File: config.mk
export PLATFORM = sky130hd
export DESIGN_NAME = ps2_scancode_rx
export DESIGN_NICKNAME = d
export VERILOG_FILES = /design/src/rtl/ps2_scancode_rx.sv
export SDC_FILE = /design/constraint.sdc
export NUM_CORES = 1
export LEC_CHECK = 0
export CAP_MARGIN = 10
export CORE_MARGIN = 1.5
export CORE_UTILIZATION = 55
export CTS_CLUSTER_DIAMETER = 30
export DETAILED_ROUTE_END_ITERATION = 16
export DONT_BUFFER_PORTS = 1
export PLACE_DENSITY = 0.76
export SLEW_MARGIN = 5
export SYNTH_ARGS = -nofsm -noshare
export SYNTH_HDL_FRONTEND = slang
export SYNTH_SLANG_ARGS = --single-unit
File: constraint.sdc
create_clock -name clk -period 1.9 [get_ports clk]
set_input_delay 0.38 -clock clk [delete_from_list [all_inputs] [get_ports clk]]
set_output_delay 0.38 -clock clk [all_outputs]
set_load 0.01 [all_outputs]
File: src/rtl/ps2_scancode_rx.sv
// PS/2 keyboard receiver: conditions the raw line pair, deserialises 11-bit frames and folds
// E0/F0/E1 prefix bytes into single key events on the 11-bit ps2_key word.
module ps2_scancode_rx #(
  parameter int unsigned FILTER_LEN = 8,
  parameter int unsigned TIMEOUT    = 56000
) (
  input  logic        clk,
  input  logic        reset,
  input  logic        ps2_clk,
  input  logic        ps2_data,
  output logic [10:0] ps2_key,
  output logic [7:0]  rx_data,
  output logic        rx_valid,
  output logic        frame_err
);

  localparam int unsigned TW = $clog2(TIMEOUT + 1);

  typedef enum logic [1:0] {StIdle, StPrefix, StSkip} state_e;

  logic          clk_meta_q, clk_sync_q, dat_meta_q, dat_sync_q;
  logic          filt_q;
  logic [7:0]    flt_cnt_q;
  logic          fall;
  logic [3:0]    bit_cnt_q;
  logic [7:0]    shift_q;
  logic          par_q;
  logic [TW-1:0] timer_q;
  logic [7:0]    rx_data_q;
  logic          rx_valid_q, frame_err_q;

  state_e        state_q, state_d;
  logic          ext_q, ext_d, rel_q, rel_d;
  logic [2:0]    skip_q, skip_d;
  logic [10:0]   key_q, key_d;
  logic          is_discard, is_fake_shift;

  // Synchronisers and clock glitch filter; the filtered clock only moves after FILTER_LEN
  // consecutive samples disagree with it.
  always_ff @(posedge clk) begin
    if (reset) begin
      clk_meta_q <= 1'b1;
      clk_sync_q <= 1'b1;
      dat_meta_q <= 1'b1;
      dat_sync_q <= 1'b1;
      filt_q     <= 1'b1;
      flt_cnt_q  <= '0;
    end else begin
      clk_meta_q <= ps2_clk;
      clk_sync_q <= clk_meta_q;
      dat_meta_q <= ps2_data;
      dat_sync_q <= dat_meta_q;
      if (clk_sync_q != filt_q) begin
        if (flt_cnt_q == 8'(FILTER_LEN - 1)) begin
          filt_q    <= clk_sync_q;
          flt_cnt_q <= '0;
        end else begin
          flt_cnt_q <= flt_cnt_q + 8'd1;
        end
      end else begin
        flt_cnt_q <= '0;
      end
    end
  end

  assign fall = filt_q && !clk_sync_q && (flt_cnt_q == 8'(FILTER_LEN - 1));

  // Frame deserialiser with idle timeout.
  always_ff @(posedge clk) begin
    if (reset) begin
      bit_cnt_q   <= '0;
      shift_q     <= '0;
      par_q       <= 1'b0;
      timer_q     <= '0;
      rx_data_q   <= '0;
      rx_valid_q  <= 1'b0;
      frame_err_q <= 1'b0;
    end else begin
      rx_valid_q  <= 1'b0;
      frame_err_q <= 1'b0;
      if (fall) begin
        timer_q <= '0;
        if (bit_cnt_q == 4'd0) begin
          if (!dat_sync_q) bit_cnt_q <= 4'd1;
        end else if (bit_cnt_q <= 4'd8) begin
          shift_q   <= {dat_sync_q, shift_q[7:1]};
          bit_cnt_q <= bit_cnt_q + 4'd1;
        end else if (bit_cnt_q == 4'd9) begin
          par_q     <= dat_sync_q;
          bit_cnt_q <= 4'd10;
        end else begin
          bit_cnt_q <= '0;
          if (dat_sync_q && ^{par_q, shift_q}) begin
            rx_data_q  <= shift_q;
            rx_valid_q <= 1'b1;
          end else begin
            frame_err_q <= 1'b1;
          end
        end
      end else if (bit_cnt_q != 4'd0) begin
        if (timer_q == TW'(TIMEOUT - 1)) begin
          timer_q     <= '0;
          bit_cnt_q   <= '0;
          frame_err_q <= 1'b1;
        end else begin
          timer_q <= timer_q + 1'b1;
        end
      end else begin
        timer_q <= '0;
      end
    end
  end

  // Byte-level prefix folding.
  always_ff @(posedge clk) begin
    if (reset) begin
      state_q <= StIdle;
      ext_q   <= 1'b0;
      rel_q   <= 1'b0;
      skip_q  <= '0;
      key_q   <= '0;
    end else begin
      state_q <= state_d;
      ext_q   <= ext_d;
      rel_q   <= rel_d;
      skip_q  <= skip_d;
      key_q   <= key_d;
    end
  end

  always_comb begin
    case (rx_data_q)
      8'h00, 8'hAA, 8'hEE, 8'hFA, 8'hFC, 8'hFD, 8'hFE, 8'hFF: is_discard = 1'b1;
      default:                                                 is_discard = 1'b0;
    endcase
    is_fake_shift = ext_q && (rx_data_q == 8'h12 || rx_data_q == 8'h59);
  end

  always_comb begin
    state_d = state_q;
    ext_d   = ext_q;
    rel_d   = rel_q;
    skip_d  = skip_q;
    key_d   = key_q;
    if (rx_valid_q) begin
      case (state_q)
        StSkip: begin
          skip_d = skip_q - 3'd1;
          if (skip_q == 3'd1) state_d = StIdle;
        end
        default: begin
          if (rx_data_q == 8'hE0) begin
            ext_d   = 1'b1;
            state_d = StPrefix;
          end else if (rx_data_q == 8'hF0) begin
            rel_d   = 1'b1;
            state_d = StPrefix;
          end else if (rx_data_q == 8'hE1) begin
            ext_d   = 1'b0;
            rel_d   = 1'b0;
            skip_d  = 3'd7;
            state_d = StSkip;
          end else begin
            ext_d   = 1'b0;
            rel_d   = 1'b0;
            state_d = StIdle;
            if (!is_discard && !is_fake_shift) key_d = {~key_q[10], ~rel_q, ext_q, rx_data_q};
          end
        end
      endcase
    end
  end

  assign ps2_key   = key_q;
  assign rx_data   = rx_data_q;
  assign rx_valid  = rx_valid_q;
  assign frame_err = frame_err_q;

endmodule
==> results of run 1 <==
-- area by class of cell --
cell class | instances | share of cell area (%)
clock inverter | 7 | 3.05
tap | 72 | 2.44
timing repair buffer | 19 | 4.20
clock buffer | 9 | 3.35
inverter | 18 | 1.83
multi-input combinational | 261 | 47.0
sequential | 70 | 38.2
-- synthesized netlist by cell type, types with 3 or more instances --
| master | n |
|---|---|
| a21oi_1 | 19 |
| xor2_1 | 11 |
| nor4_1 | 3 |
| dfxtp_1 | 70 |
| inv_1 | 18 |
| nand2b_1 | 6 |
| and3_1 | 5 |
| clkbuf_1 | 10 |
| xnor2_1 | 16 |
| or3_1 | 4 |
| or2_2 | 5 |
| ha_1 | 8 |
| nand3_1 | 25 |
| o21ai_0 | 14 |
| mux2i_1 | 17 |
| nor3_1 | 8 |
| nor2b_1 | 6 |
| nand4_1 | 5 |
| nand2_1 | 24 |
| nor2_1 | 49 |
-- kinds of logic after synthesis --
kind of cell	share of synthesized area (%)
simple gates	24.2
flops	43.6
compound gates	11.7
buf+inv	4.04
xor+xnor	8.05
mux	5.29
fa+ha+maj	3.11
-- critical path, cell delays in order (launching register included) --
cell	delay (ns)
dfxtp_2	0.34
inv_1	0.05
or4_4	0.54
or3_4	0.40
o311ai_4	0.33
nor2_1	0.09
-- state kept, by name (all words and copies together), names as in the netlist --
signal and flops:
rx_data 8, dat_sync_q 1, filt_q 1, ext_q 1, flt_cnt_q 8, timer_q 16
clk_meta_q 1, state_q 2, rx_valid 1, ps2_key 11, rel_q 1, shift_q 8
skip_q 3, frame_err 1, dat_meta_q 1, par_q 1, clk_sync_q 1, bit_cnt_q 4
-- layer usage --
metal	wire, um	vias up
met5	0	-
met2	3070	42
met4	76	0
met1	2860	1159
met3	312	6
li1	-	1288
-- report_power, final --
part	internal (mW)	leakage, nW	switching [mW]
sequential	1.47	0.568	0.00226
clock	0.864	0.119	0.575
combinational	0.00896	0.660	0.0131
-- per-stage QoR --
step	utilization [%]	instance area, sq um
global placement	60.5	3370
finish	66.3	3690
floorplan	-	3220
detailed placement	60.5	3370
CTS	65.5	3650
global route	66.3	3690
-- worst paths after layout --
| path | end |
|---|---|
| max | bit_cnt_q[3] |
| min | bit_cnt_q[0] |
| max reg2reg | bit_cnt_q[3] |
| min reg2reg | clk_sync_q |
-- repair_timing --
item,4_1_cts,5_1_grt
gates resized for setup,3,14
pin swaps,1,2
buffers inserted,1,1
setup endpoints to repair,10,25
==> impl_results.md, run 1 <==
- Status: finished clean
- Post-Syn Area per Cell: 8.86 sq um
- Layout Nets: ~400
- RSZ-0062 raised after global routing: yes
- Share of cells above drive strength 1: 15.9%
- Setup crit start kind: flop
- Die height: ~79 um
- Lkg Pwr: 1.35 nW
- Worst Hold Depth: 1
- Seq/Total Area, Yosys: 43.6%
- Async S/R FF share, synth: 0%
- Share of the synthesized area in the top cell type: 43.6%
- FF-to-FF setup slack: 0.04 ns
- Largest net degree at the start of global routing: 42
- Setup CP Type: flop to flop
- RD Place Congestion: 0.816
- Fmax achieved: 538 MHz
- Fin Clk Skew: slightly below 0.01 ns
- RR Startpoint: timer_q[14]
- Commonest non-fill, non-tap cell in the layout: dfxtp_1
- Syn Inst Count: 363
- Total CTS buffers: 9
- Setup TNS: 0 ns
- Synth top area cells: dfxtp_1 44%, nor2_1 5.7%, mux2i_1 5.3%
- Max Cap Viol: 0
- Iter 0 DRT Violations: 76
- CP arrival: approximately 2.1 ns
- Leading area contributor after synthesis: dfxtp_1
- CTS Hold Bufs: 0
- Maximum vdd drop: 534 uV
- Routing usage on met3: 7.09%
- Final cell count without fillers: 456
- Mapped Area: 3220 sq um
- Synthesized flop and latch total: 70
- Setup ws final: roughly 0.04 ns
- Total Wirelength: 6310 um
- Met2 usage: 38.5%
- Fin crit period: 1.86 ns
- Critical Path RT: ~2.1 ns
- Pre-CTS setup slack: -0.0216 ns
- Worst-Skew Late Latency: about 0.35 ns
- Sink Count: 70
- Met1 usage: 24.7%
- Initial antenna violation count: 0
- Commonest cells after routing, fill and taps aside: 63 x dfxtp_1, 48 x nor2_1, 25 x nand3_1
- Core box area: around 5600 sq um
- Top Ports: 25
- Cell depth of the worst flop-to-flop path: 5
- Setup violators final: 0
- # fillers: 468
- Min-Delay Startpoint: reset
- Multi-input gate area: 1730 sq um
- Root Buffer: clkbuf_8
- Sequential cell area: 1410 sq um
- Cells after DPL: around 440
- Clock Path Buffers: 2
- Post-synth EDFFs: 0
- TritonCTS clock tree: done
- Remaining DRCs: 0
- Mapped Nets: 375
- Netlist cell types: 51
- # rows: 27
- Hold Slack: 0.0890 ns
- Synth warn: 0
- Slew @ Worst Pin: 0.488 ns
- N_diodes: 0
- Global Route Usage Sum: 21.9%
- Final Power: 2.93 mW
- Vias: ~2500
- Routed vias/inst: 5.47
- Slew Limit Fails: 0
- Initial Util: 57.7%
- Final ANT Viol Nets: 0
- Ys flop type: dfxtp_1
- Grt peak-use layer: met2
- H-Tree Depth: 3
- Pwr Density: between 700 and 800 nW/um^2
- First-pass GRT wire length: about 11000 um
- PortBufs: 0
- Die ar.: 6320 sq um
- Detailed Routing Iterations Pass 1: 4
- Maximum fanout along the worst path: 3
- P&R area growth vs syn: 14.8%
- Period Utilization, post-route: 97.9%
- Hold Path Class: primary input to flop
- Crit path capture type: flop
- Vias in the first global route: around 2500
- Grt total ovfl: 0
- Final Hold Vio Count: 0
- CTS clk-pin slew, worst paths: 0.08 ns
- Crit. Startpoint: timer_q[14]
- Slew HR: between 60 and 70%
- Width of the die: 79.5 um
- WL per Instance: 13.8 um
- Detailed placement HPWL: 4310 um
Note: power is estimated with default switching activity, not from simulation.
==> run 2, diff against run 1 <==
--- a/config.mk
+++ b/config.mk
@@ -7,11 +7,11 @@
 export LEC_CHECK = 0
 export CAP_MARGIN = 10
 export CORE_MARGIN = 1.5
-export CORE_UTILIZATION = 55
+export CORE_UTILIZATION = 52
 export CTS_CLUSTER_DIAMETER = 30
 export DETAILED_ROUTE_END_ITERATION = 16
 export DONT_BUFFER_PORTS = 1
-export PLACE_DENSITY = 0.76
+export PLACE_DENSITY = 0.73
 export SLEW_MARGIN = 5
 export SYNTH_ARGS = -nofsm -noshare
 export SYNTH_HDL_FRONTEND = slang
==> impl_results.md, run 2 (synthesis results as in run 1) <==
- Status: finished clean
- Final Hold Vio Count: 0
- Iter 0 DRT Violations: 88
- TritonCTS clock tree: done
- Crit path capture type: flop
- Routed vias/inst: 5.50
- Sink Count: 70
- Pre-CTS setup slack: -0.00506 ns
- Fin crit period: 1.88 ns
- RD Place Congestion: 0.832
- Detailed Routing Iterations Pass 1: 4
- Reg with most FFs: timer_q
- Die height: 81.7 um
- Largest net degree at the start of global routing: between 40 and 50
- Max Cap Viol: 0
- Global Route Usage Sum: 20.4%
- Remaining DRCs: 0
- Lkg Pwr: 1.36 nW
- Core box area: 5960 sq um
- Vias in the first global route: 2315
- Die ar.: 6670 sq um
- Final ANT Viol Nets: 0
- First-pass GRT wire length: 10400 um
- Setup CP Type: flop to flop
- # rows: 28
- Detailed placement HPWL: 4240 um
- Critical Path RT: roughly 2.1 ns
- Setup TNS: 0 ns
- Initial antenna violation count: 0
- Maximum vdd drop: 621 uV
- Slew HR: between 60% and 70%
- Share of cells above drive strength 1: 15.8%
- Hold Path Class: primary input to flop
- Maximum fanout along the worst path: 5
- Setup ws final: 0.0243 ns
- Top Ports: 25
- Total CTS buffers: 9
- CP arrival: 2.11 ns
- Setup violators final: 0
- CTS clk-pin slew, worst paths: 0.08 ns
- Fmax achieved: 533 MHz
- PortBufs: 0
- Worst-Skew Late Latency: about 0.35 ns
- P&R area growth vs syn: 16.3%
- Final cell count without fillers: 462
- Initial Util: 54.0%
- Fin Clk Skew: 0.00975 ns
- Slew @ Worst Pin: 0.496 ns
- Grt total ovfl: 0
- Slew Limit Fails: 0
- Max reg flops: 16
- Setup crit start kind: flop
- Clock Path Buffers: 2
- N_diodes: 0
- CTS Hold Bufs: 0
- H-Tree Depth: 3
- Hold Slack: 0.0912 ns
- Cells after DPL: 443
- WL per Instance: 13.9 um
- Layout Nets: 394
- Pwr Density: 798 nW/um^2
- Commonest cells after routing, fill and taps aside: 66 x dfxtp_1, 48 x nor2_1, 25 x nand3_1
- Total Wirelength: around 6400 um
- Vias: between 2000 and 3000
- Period Utilization, post-route: ~100%
- Width of the die: around 80 um
- Commonest non-fill, non-tap cell in the layout: dfxtp_1
- Root Buffer: clkbuf_8
-- run 2: changes by cell type in the layout (fill, tap and decap cells not counted), sizes merged --
cell    change
clkinv      -2
buf         +3
clkbuf      +2
-- run 2: cell type report --
class                   count  area, sq um
clock inverters             5          106
well taps                  75         93.8
inverters                  18         67.6
fillers                   520         2210
multi-input cells         261         1750
repair buffers             22          178
flip-flops and latches     70         1410
clock buffers              11          141
-- run 2: repair_timing --
| action | in CTS | in global routing |
|---|---|---|
| setup endpoints to repair | 5 | 32 |
| buffers inserted | 1 | 2 |
| pin swaps | 1 | 4 |
| resized for setup | 1 | 15 |
-- run 2: power breakdown --
part           switching [mW]  internal [mW]
Clock                   0.582          0.911
Sequential            0.00234           1.47
Combinational          0.0127        0.00893
Total                   0.597           2.39
-- run 2: worst paths after layout --
| path | to | from | slack (ns) | cells past startpoint |
|---|---|---|---|---|
| worst max register to register | bit_cnt_q[1] | timer_q[6] | 0.02 | 7 |
| worst min register to register | dat_sync_q | dat_meta_q | 0.41 | 1 |
| worst max-delay path | bit_cnt_q[1] | timer_q[6] | 0.02 | 7 |
| worst min-delay path | bit_cnt_q[2] | reset | 0.09 | 1 |
-- run 2: metrics by stage --
stage | area [sq um] | util, % | total power [mW]
after detailed placement | 3390 | 56.9 | 1.53
after CTS | 3670 | 61.6 | 3.01
final | 3740 | 62.8 | 2.99
after floorplan | 3220 | - | 1.53
after global routing | 3740 | 62.8 | 3.07
after global placement | 3390 | 56.9 | 1.53
-- run 2: per-layer routing --
| metal | vias up | GRT usage (%) | routed length (um) |
|---|---|---|---|
| li1 | 1297 | - | - |
| met1 | 1185 | 24.8 | 2950 |
| met2 | 47 | 34.0 | 3090 |
| met3 | 11 | 4.00 | 272 |
| met4 | 0 | 10.7 | 121 |
| met5 | - | 0 | 0 |
-- run 2: worst max-delay path, stage by stage, from the launching register on --
cell	delay, ns
dfxtp_2	0.33
nand2b_1	0.14
or4_4	0.49
buf_4	0.16
o31ai_4	0.18
buf_4	0.17
and4b_1	0.22
nor3_2	0.06
